## config.mk

```make
export PLATFORM = sky130hd
export DESIGN_NAME = hazard_controller
export DESIGN_NICKNAME = d
export VERILOG_FILES = /design/src/rtl/hazard_controller.sv
export SDC_FILE = /design/constraint.sdc
export NUM_CORES = 1
export LEC_CHECK = 0
export ABC_AREA = 0
export ABC_CLOCK_PERIOD_IN_PS = 5500
export CELL_PAD_IN_SITES_DETAIL_PLACEMENT = 1
export CELL_PAD_IN_SITES_GLOBAL_PLACEMENT = 1
export CORE_AREA = 3 3 92 94
export DETAILED_ROUTE_END_ITERATION = 8
export DIE_AREA = 0 0 95 97
export PLACE_DENSITY = 0.85
export SYNTH_ARGS = -nofsm -noshare
export SYNTH_HDL_FRONTEND = slang
export SYNTH_SLANG_ARGS = --single-unit
```

## constraint.sdc

```tcl
create_clock -name clk -period 5.5 [get_ports clk]
set_input_delay 1.1 -clock clk [delete_from_list [all_inputs] [get_ports clk]]
set_output_delay 1.1 -clock clk [all_outputs]
set_load 0.02 [all_outputs]
```

## src/rtl/hazard_controller.sv

```systemverilog
// -----------------------------------------------------------------------------
// hazard_controller
//
// Central pipeline sequencer for the 5-stage core. Each cycle it decides
// whether fetch/decode stall, whether a bubble enters execute, whether
// fetch/decode are squashed after a taken branch, and whether the core is
// frozen after a halt retires. Also keeps saturating stall/flush counters.
//
// State table
//   state       | meaning
//   ------------+-----------------------------------------------------------
//   ST_RUN      | normal flow; load-use hazards are detected here
//   ST_LU_STALL | extra load-use bubble cycles (LOAD_USE_CYCLES > 1)
//   ST_FLUSH    | extra squash cycles after a taken branch (FLUSH_CYCLES > 1)
//   ST_HALT     | halt retired; core frozen until reset
//
// Ports
//   clk                      core clock
//   rst                      asynchronous reset, active low
//   id_valid                 decode holds a real instruction
//   id_rs1_addr/id_rs1_used  decode rs1 address / rs1 is read
//   id_rs2_addr/id_rs2_used  decode rs2 address / rs2 is read
//   ex_rd_addr/ex_w_enable   execute destination register / writes rd
//   ex_is_load               execute instruction is a load
//   ex_br_taken/ex_br_target taken branch resolved in execute / its target
//   dmem_busy                data memory not ready, whole pipe holds
//   wb_is_halt               halt instruction retiring in writeback
//   stall_fetch/decode/execute  hold the respective pipeline registers
//   is_data_hazard           insert a NOP into the execute pipe register
//   flush_fetch/flush_decode squash fetch / decode outputs
//   redirect_valid/redirect_pc  load redirect_pc into the PC this cycle
//   halted                   core is halted
//   stall_cnt/flush_cnt      saturating perf counters
// -----------------------------------------------------------------------------
module hazard_controller #(
  parameter int LOAD_USE_CYCLES = 1,
  parameter int FLUSH_CYCLES    = 2,
  parameter int CNT_WIDTH       = 16
) (
  input  logic                 clk,
  input  logic                 rst,
  input  logic                 id_valid,
  input  logic [4:0]           id_rs1_addr,
  input  logic                 id_rs1_used,
  input  logic [4:0]           id_rs2_addr,
  input  logic                 id_rs2_used,
  input  logic [4:0]           ex_rd_addr,
  input  logic                 ex_w_enable,
  input  logic                 ex_is_load,
  input  logic                 ex_br_taken,
  input  logic [31:0]          ex_br_target,
  input  logic                 dmem_busy,
  input  logic                 wb_is_halt,
  output logic                 stall_fetch,
  output logic                 stall_decode,
  output logic                 stall_execute,
  output logic                 is_data_hazard,
  output logic                 flush_fetch,
  output logic                 flush_decode,
  output logic                 redirect_valid,
  output logic [31:0]          redirect_pc,
  output logic                 halted,
  output logic [CNT_WIDTH-1:0] stall_cnt,
  output logic [CNT_WIDTH-1:0] flush_cnt
);

  typedef enum logic [1:0] {
    ST_RUN      = 2'd0,
    ST_LU_STALL = 2'd1,
    ST_FLUSH    = 2'd2,
    ST_HALT     = 2'd3
  } state_t;

  // Down-counter reload values: the detecting cycle is the first of the
  // sequence, so the state-held part lasts N-1 cycles.
  localparam logic [2:0] LU_RELOAD = 3'(LOAD_USE_CYCLES - 1);
  localparam logic [2:0] FL_RELOAD = 3'(FLUSH_CYCLES - 1);

  state_t               r_state;
  state_t               w_state_nxt;
  logic [2:0]           r_cnt;
  logic [2:0]           w_cnt_nxt;
  logic [CNT_WIDTH-1:0] r_stall_cnt;
  logic [CNT_WIDTH-1:0] r_flush_cnt;

  logic w_lu;
  logic w_halting;
  logic w_branch;

  // x0 is hardwired to zero, so a load to x0 never creates a dependency.
  assign w_lu = id_valid & ex_is_load & ex_w_enable & (ex_rd_addr != 5'd0) &
                ((id_rs1_used & (id_rs1_addr == ex_rd_addr)) |
                 (id_rs2_used & (id_rs2_addr == ex_rd_addr)));

  assign w_halting = (r_state == ST_HALT) | wb_is_halt;
  assign w_branch  = ~w_halting & ex_br_taken;

  // ---------------------------------------------------------------------------
  // State register
  // ---------------------------------------------------------------------------
  always_ff @(posedge clk or negedge rst) begin
    if (!rst) begin
      r_state <= ST_RUN;
      r_cnt   <= 3'd0;
    end else begin
      r_state <= w_state_nxt;
      r_cnt   <= w_cnt_nxt;
    end
  end

  // ---------------------------------------------------------------------------
  // Next-state logic
  // ---------------------------------------------------------------------------
  always_comb begin
    w_state_nxt = r_state;
    w_cnt_nxt   = r_cnt;
    if (w_halting) begin
      w_state_nxt = ST_HALT;
    end else if (ex_br_taken) begin
      // A taken branch cancels any pending load-use stall and restarts an
      // in-progress flush.
      if (FLUSH_CYCLES > 1) begin
        w_state_nxt = ST_FLUSH;
        w_cnt_nxt   = FL_RELOAD;
      end else begin
        w_state_nxt = ST_RUN;
        w_cnt_nxt   = 3'd0;
      end
    end else if (dmem_busy) begin
      // Whole pipe holds: state and counter freeze.
      w_state_nxt = r_state;
      w_cnt_nxt   = r_cnt;
    end else begin
      unique case (r_state)
        ST_RUN: begin
          if (w_lu && (LOAD_USE_CYCLES > 1)) begin
            w_state_nxt = ST_LU_STALL;
            w_cnt_nxt   = LU_RELOAD;
          end
        end
        ST_LU_STALL, ST_FLUSH: begin
          // Leave on the cycle the counter would reach zero.
          if (r_cnt <= 3'd1) begin
            w_state_nxt = ST_RUN;
            w_cnt_nxt   = 3'd0;
          end else begin
            w_cnt_nxt = r_cnt - 3'd1;
          end
        end
        default: begin
          w_state_nxt = r_state;
        end
      endcase
    end
  end

  // ---------------------------------------------------------------------------
  // Output logic (state plus current inputs). Everything is forced low while
  // reset is asserted so the pipe sees a clean zero even with live inputs.
  // ---------------------------------------------------------------------------
  always_comb begin
    stall_fetch    = 1'b0;
    stall_decode   = 1'b0;
    stall_execute  = 1'b0;
    is_data_hazard = 1'b0;
    flush_fetch    = 1'b0;
    flush_decode   = 1'b0;
    redirect_valid = 1'b0;
    redirect_pc    = 32'd0;
    halted         = 1'b0;
    if (rst) begin
      halted = (r_state == ST_HALT);
      if (w_halting) begin
        stall_fetch   = 1'b1;
        stall_decode  = 1'b1;
        stall_execute = 1'b1;
      end else if (ex_br_taken) begin
        redirect_valid = 1'b1;
        redirect_pc    = ex_br_target;
        flush_fetch    = 1'b1;
        flush_decode   = 1'b1;
        is_data_hazard = 1'b1;
      end else if (dmem_busy) begin
        stall_fetch   = 1'b1;
        stall_decode  = 1'b1;
        stall_execute = 1'b1;
        flush_fetch   = (r_state == ST_FLUSH);
        flush_decode  = (r_state == ST_FLUSH);
      end else begin
        unique case (r_state)
          ST_RUN: begin
            stall_fetch    = w_lu;
            stall_decode   = w_lu;
            is_data_hazard = w_lu;
          end
          ST_LU_STALL: begin
            stall_fetch    = 1'b1;
            stall_decode   = 1'b1;
            is_data_hazard = 1'b1;
          end
          ST_FLUSH: begin
            flush_fetch  = 1'b1;
            flush_decode = 1'b1;
          end
          default: begin
            stall_fetch = 1'b0;
          end
        endcase
      end
    end
  end

  // ---------------------------------------------------------------------------
  // Saturating performance counters
  // ---------------------------------------------------------------------------
  always_ff @(posedge clk or negedge rst) begin
    if (!rst) begin
      r_stall_cnt <= '0;
      r_flush_cnt <= '0;
    end else begin
      if (stall_fetch && (r_state != ST_HALT) && !(&r_stall_cnt)) begin
        r_stall_cnt <= r_stall_cnt + CNT_WIDTH'(1);
      end
      if (w_branch && !(&r_flush_cnt)) begin
        r_flush_cnt <= r_flush_cnt + CNT_WIDTH'(1);
      end
    end
  end

  assign stall_cnt = r_stall_cnt;
  assign flush_cnt = r_flush_cnt;

endmodule

```

==> impl_metrics.csv <==
group,metric,value,unit
synthesis,syn_nets,314,
worst_setup_path,cpLargestDelayFamily,"simple AND/OR/NAND/NOR gates",
route,wl_met2,3770,um
worst_setup_path,rrSetupSlack,3350,ps
route,routedWlPerCell,15.5,um
worst_setup_path,path_cells,"clkdlybuf4s50_1 -> nor2_4 -> and3_1 -> and2_1 -> clkdlybuf4s50_1",
synthesis,synth_common_cells,"dfrtp_1 (37), and2_1 (34), xnor2_1 (33), nand3_1 (19), nand2_1 (18)",
sta,setup_violations,0,
cts,cts_setup_buffers,0,
worst_setup_path,crit_fanout,33,
worst_hold_path,worstHoldStart,"stall_cnt[15]",
worst_setup_path,rr_startpoint,"stall_cnt[4]",
global_routing,grt_util_all_layers,16.4,%
global_routing,antenna_found_initial,0,
job,cap_violations,0,
die,fp-row-count,32,
cts,clk_pin_slew_worst_paths,70,ps
worst_hold_path,min_to,"stall_cnt[15]",
cts,cts.sinks,37,
global_routing,grt_pass1_vias,2411,
power_and_ir_drop,p_leak,1.57,nW
synthesis,ys_async_sr_fraction,100,%
worst_setup_path,r2r_cells,6,
route,finalWirelength,7410,um
sta,fmax,221,MHz
place,hpwl,5870,um
synthesis,synth-main-ff-cell,"dfrtp_1",
route,drtPass1Iterations,4,
sta,rsz0062_at_grt,"false",
worst_setup_path,timing.rr.end,"stall_cnt[1]",
worst_hold_path,holdPathStages,1,
finish,syn_to_final_growth,63.1,%
sta,period_share,82.3,%
die,die_w,95,um
route,top_layer,"met4",
power_and_ir_drop,p_per_area,147,nW/um^2
synthesis,synth_top_area_share,40.0,%
sta,finalMaxSlewViolations,0,
route,via_count,2279,
sta,relSlewSlack,43.3,%
global_routing,overflow,0,
cts,clock_path_buffers,2,
route,ant_nets,0,
cts,insertion_delay,280,ps
worst_setup_path,crit_path_max_incr_delay,750,ps
route,wl_met1,2920,um
finish,layout.nets,442,
sta,fin_setup_tns,0,ps
synthesis,yosys.area.top_type,"dfrtp_1",
sta,tightest_slew,851,ps
sta,layout_min_cycle_time,4520,ps
die,io_pins,129,
synthesis,yosysWarnings,0,
global_routing,grt_pass1_wl,12000,um
synthesis,synth.avg_cell_area,9.29,um^2
cts,post_cts_resized,0,
worst_hold_path,hp-class,"flip-flop to flip-flop",
worst_setup_path,path_common_cell,"clkdlybuf4s50_1",
place,gp_congestion,0.732,
die,start_util,29.9,%
synthesis,synth_cells,249,
synthesis,yosysMostFrequentCell,"dfrtp_1",
sta,layout_setup_ws,976,ps
worst_setup_path,critPathRequiredTime,4400,ps
finish,drive_above_1_share,5.04,%
die,die_area,9220,um^2
worst_setup_path,critPathLaunchType,"primary input",
cts,htree_num_levels,2,
die,core,7730,um^2
place,dp_cells,472,
synthesis,synth-seq-cells,37,
cts,hold_buffers,0,
sta,fin_worst_skew,3.90,ps
finish,diodes,0,
synthesis,synth_edf_count,0,
run_status,status,"finished, final reports clean",
synthesis,netlist_area,2310,um^2
worst_setup_path,cp.arrival,3420,ps
synthesis,ys_top_cells_by_area,"dfrtp_1 (40%), xnor2_1 (12%), and2_1 (9.2%)",
worst_setup_path,crit_path_top_delay_cell,"and3_1",
route,drt-initial-drc-count,47,
global_routing,grt_max_degree,44,
synthesis,ys_seq_area_share,40.0,%
cts,cts_buffers,5,
worst_setup_path,startpoint,"wb_is_halt",
worst_setup_path,critPathKind,"primary input to output port",
route,route.met3.wl,645,um
route,drc,0,
die,die_y,97,um
power_and_ir_drop,peakVddDrop,140,uV
cts,cts-root-buf,"clkbuf_8",
finish,final_cells,479,
cts,cts_tree,"yes",
sta,timing.hold.ws,499,ps
sta,hold_viol,0,
synthesis,yosysUniqueCellTypes,39,
worst_setup_path,timing.critical_path.buf_inv,2,
worst_setup_path,cp-end-kind,"output port",
place,dpl_worst_slack,978,ps
place,portBuffers,128,
route,via_per_inst,4.76,
-- how the worst max path moves through the flow --
stage / endpoint / slack, ps / depth (start not counted)
finish: redirect_pc[2] / 980 / 5
detailed placement: redirect_pc[2] / 980 / 5
global route: redirect_pc[2] / 790 / 5
global placement: redirect_pc[2] / 1030 / 5
floorplan: stall_fetch / 1880 / 5
CTS: redirect_pc[2] / 970 / 5
-- per-stage QoR --
step | cell area [um^2] | total power, mW | utilization [%]
floorplan | 2310 | 0.306 | -
global placement | 3690 | 0.366 | 47.7
detailed placement | 3690 | 0.368 | 47.7
CTS | 3770 | 0.565 | 48.8
global route | 3770 | 0.584 | 48.8
finish | 3770 | 0.554 | 48.8
-- flip-flops by register name, summed over array words and instances (netlist names) --
signal and cells:
flush_cnt 16, stall_cnt 16, r_cnt 3, r_state 2
-- cell type report --
type / instances / area, um^2
well taps: 102 / 128
repair buffers: 130 / 1290
flip-flops and latches: 37 / 926
fillers: 890 / 3960
clock buffers: 7 / 86.3
multi-input cells: 197 / 1320
inverters: 6 / 22.5
-- report_power, final --
part	total [mW]	internal [mW]	leakage, nW	switching [mW]
sequential	0.280	0.276	0.491	0.00483
combinational	0.0815	0.0520	1.03	0.0294
clock	0.192	0.0995	0.0443	0.0924
total	0.554	0.427	1.57	0.127
-- per-layer routing --
layer  vias to the layer above  track usage (%)
met5                         -                0
met4                         0             4.66
met3                         5             3.89
met2                        78             29.9
met1                      1098             18.5
li1                       1098                -
-- logic make-up (layout without fill, tap and decap cells) --
logic type | after synthesis | count (layout) | share of synthesized area (%)
and+or+nand+nor | 128 | 128 | 31.2
xor gates and xnor gates | 38 | 38 | 14.4
DFF | 37 | 37 | 40.0
AOI/OAI and AO/OA | 21 | 21 | 6.11
buffers and inverters | 15 | 143 | 2.97
adders and majority gates | 8 | 8 | 4.33
muxes | 2 | 2 | 0.973
-- cell usage in the layout, fill, tap and decap left out, drive strengths merged, types with 2 or more instances in the layout --
| cell | count |
|---|---|
| clkdlybuf4s50 | 127 |
| dfrtp | 37 |
| and2 | 35 |
| xnor2 | 33 |
| nand3 | 20 |
| nand2 | 18 |
| nand4 | 14 |
| nor2 | 13 |
| and3 | 12 |
| ha | 8 |
| clkbuf | 7 |
| inv | 6 |
| a21oi | 6 |
| xor2 | 5 |
| nor3 | 4 |
| nand2b | 4 |
| o21ai | 3 |
| buf | 3 |
| o22ai | 2 |
| o21bai | 2 |
| o211a | 2 |
| mux2 | 2 |
| or2 | 2 |
| nor4 | 2 |
Note: power is estimated with default switching activity, not from simulation.
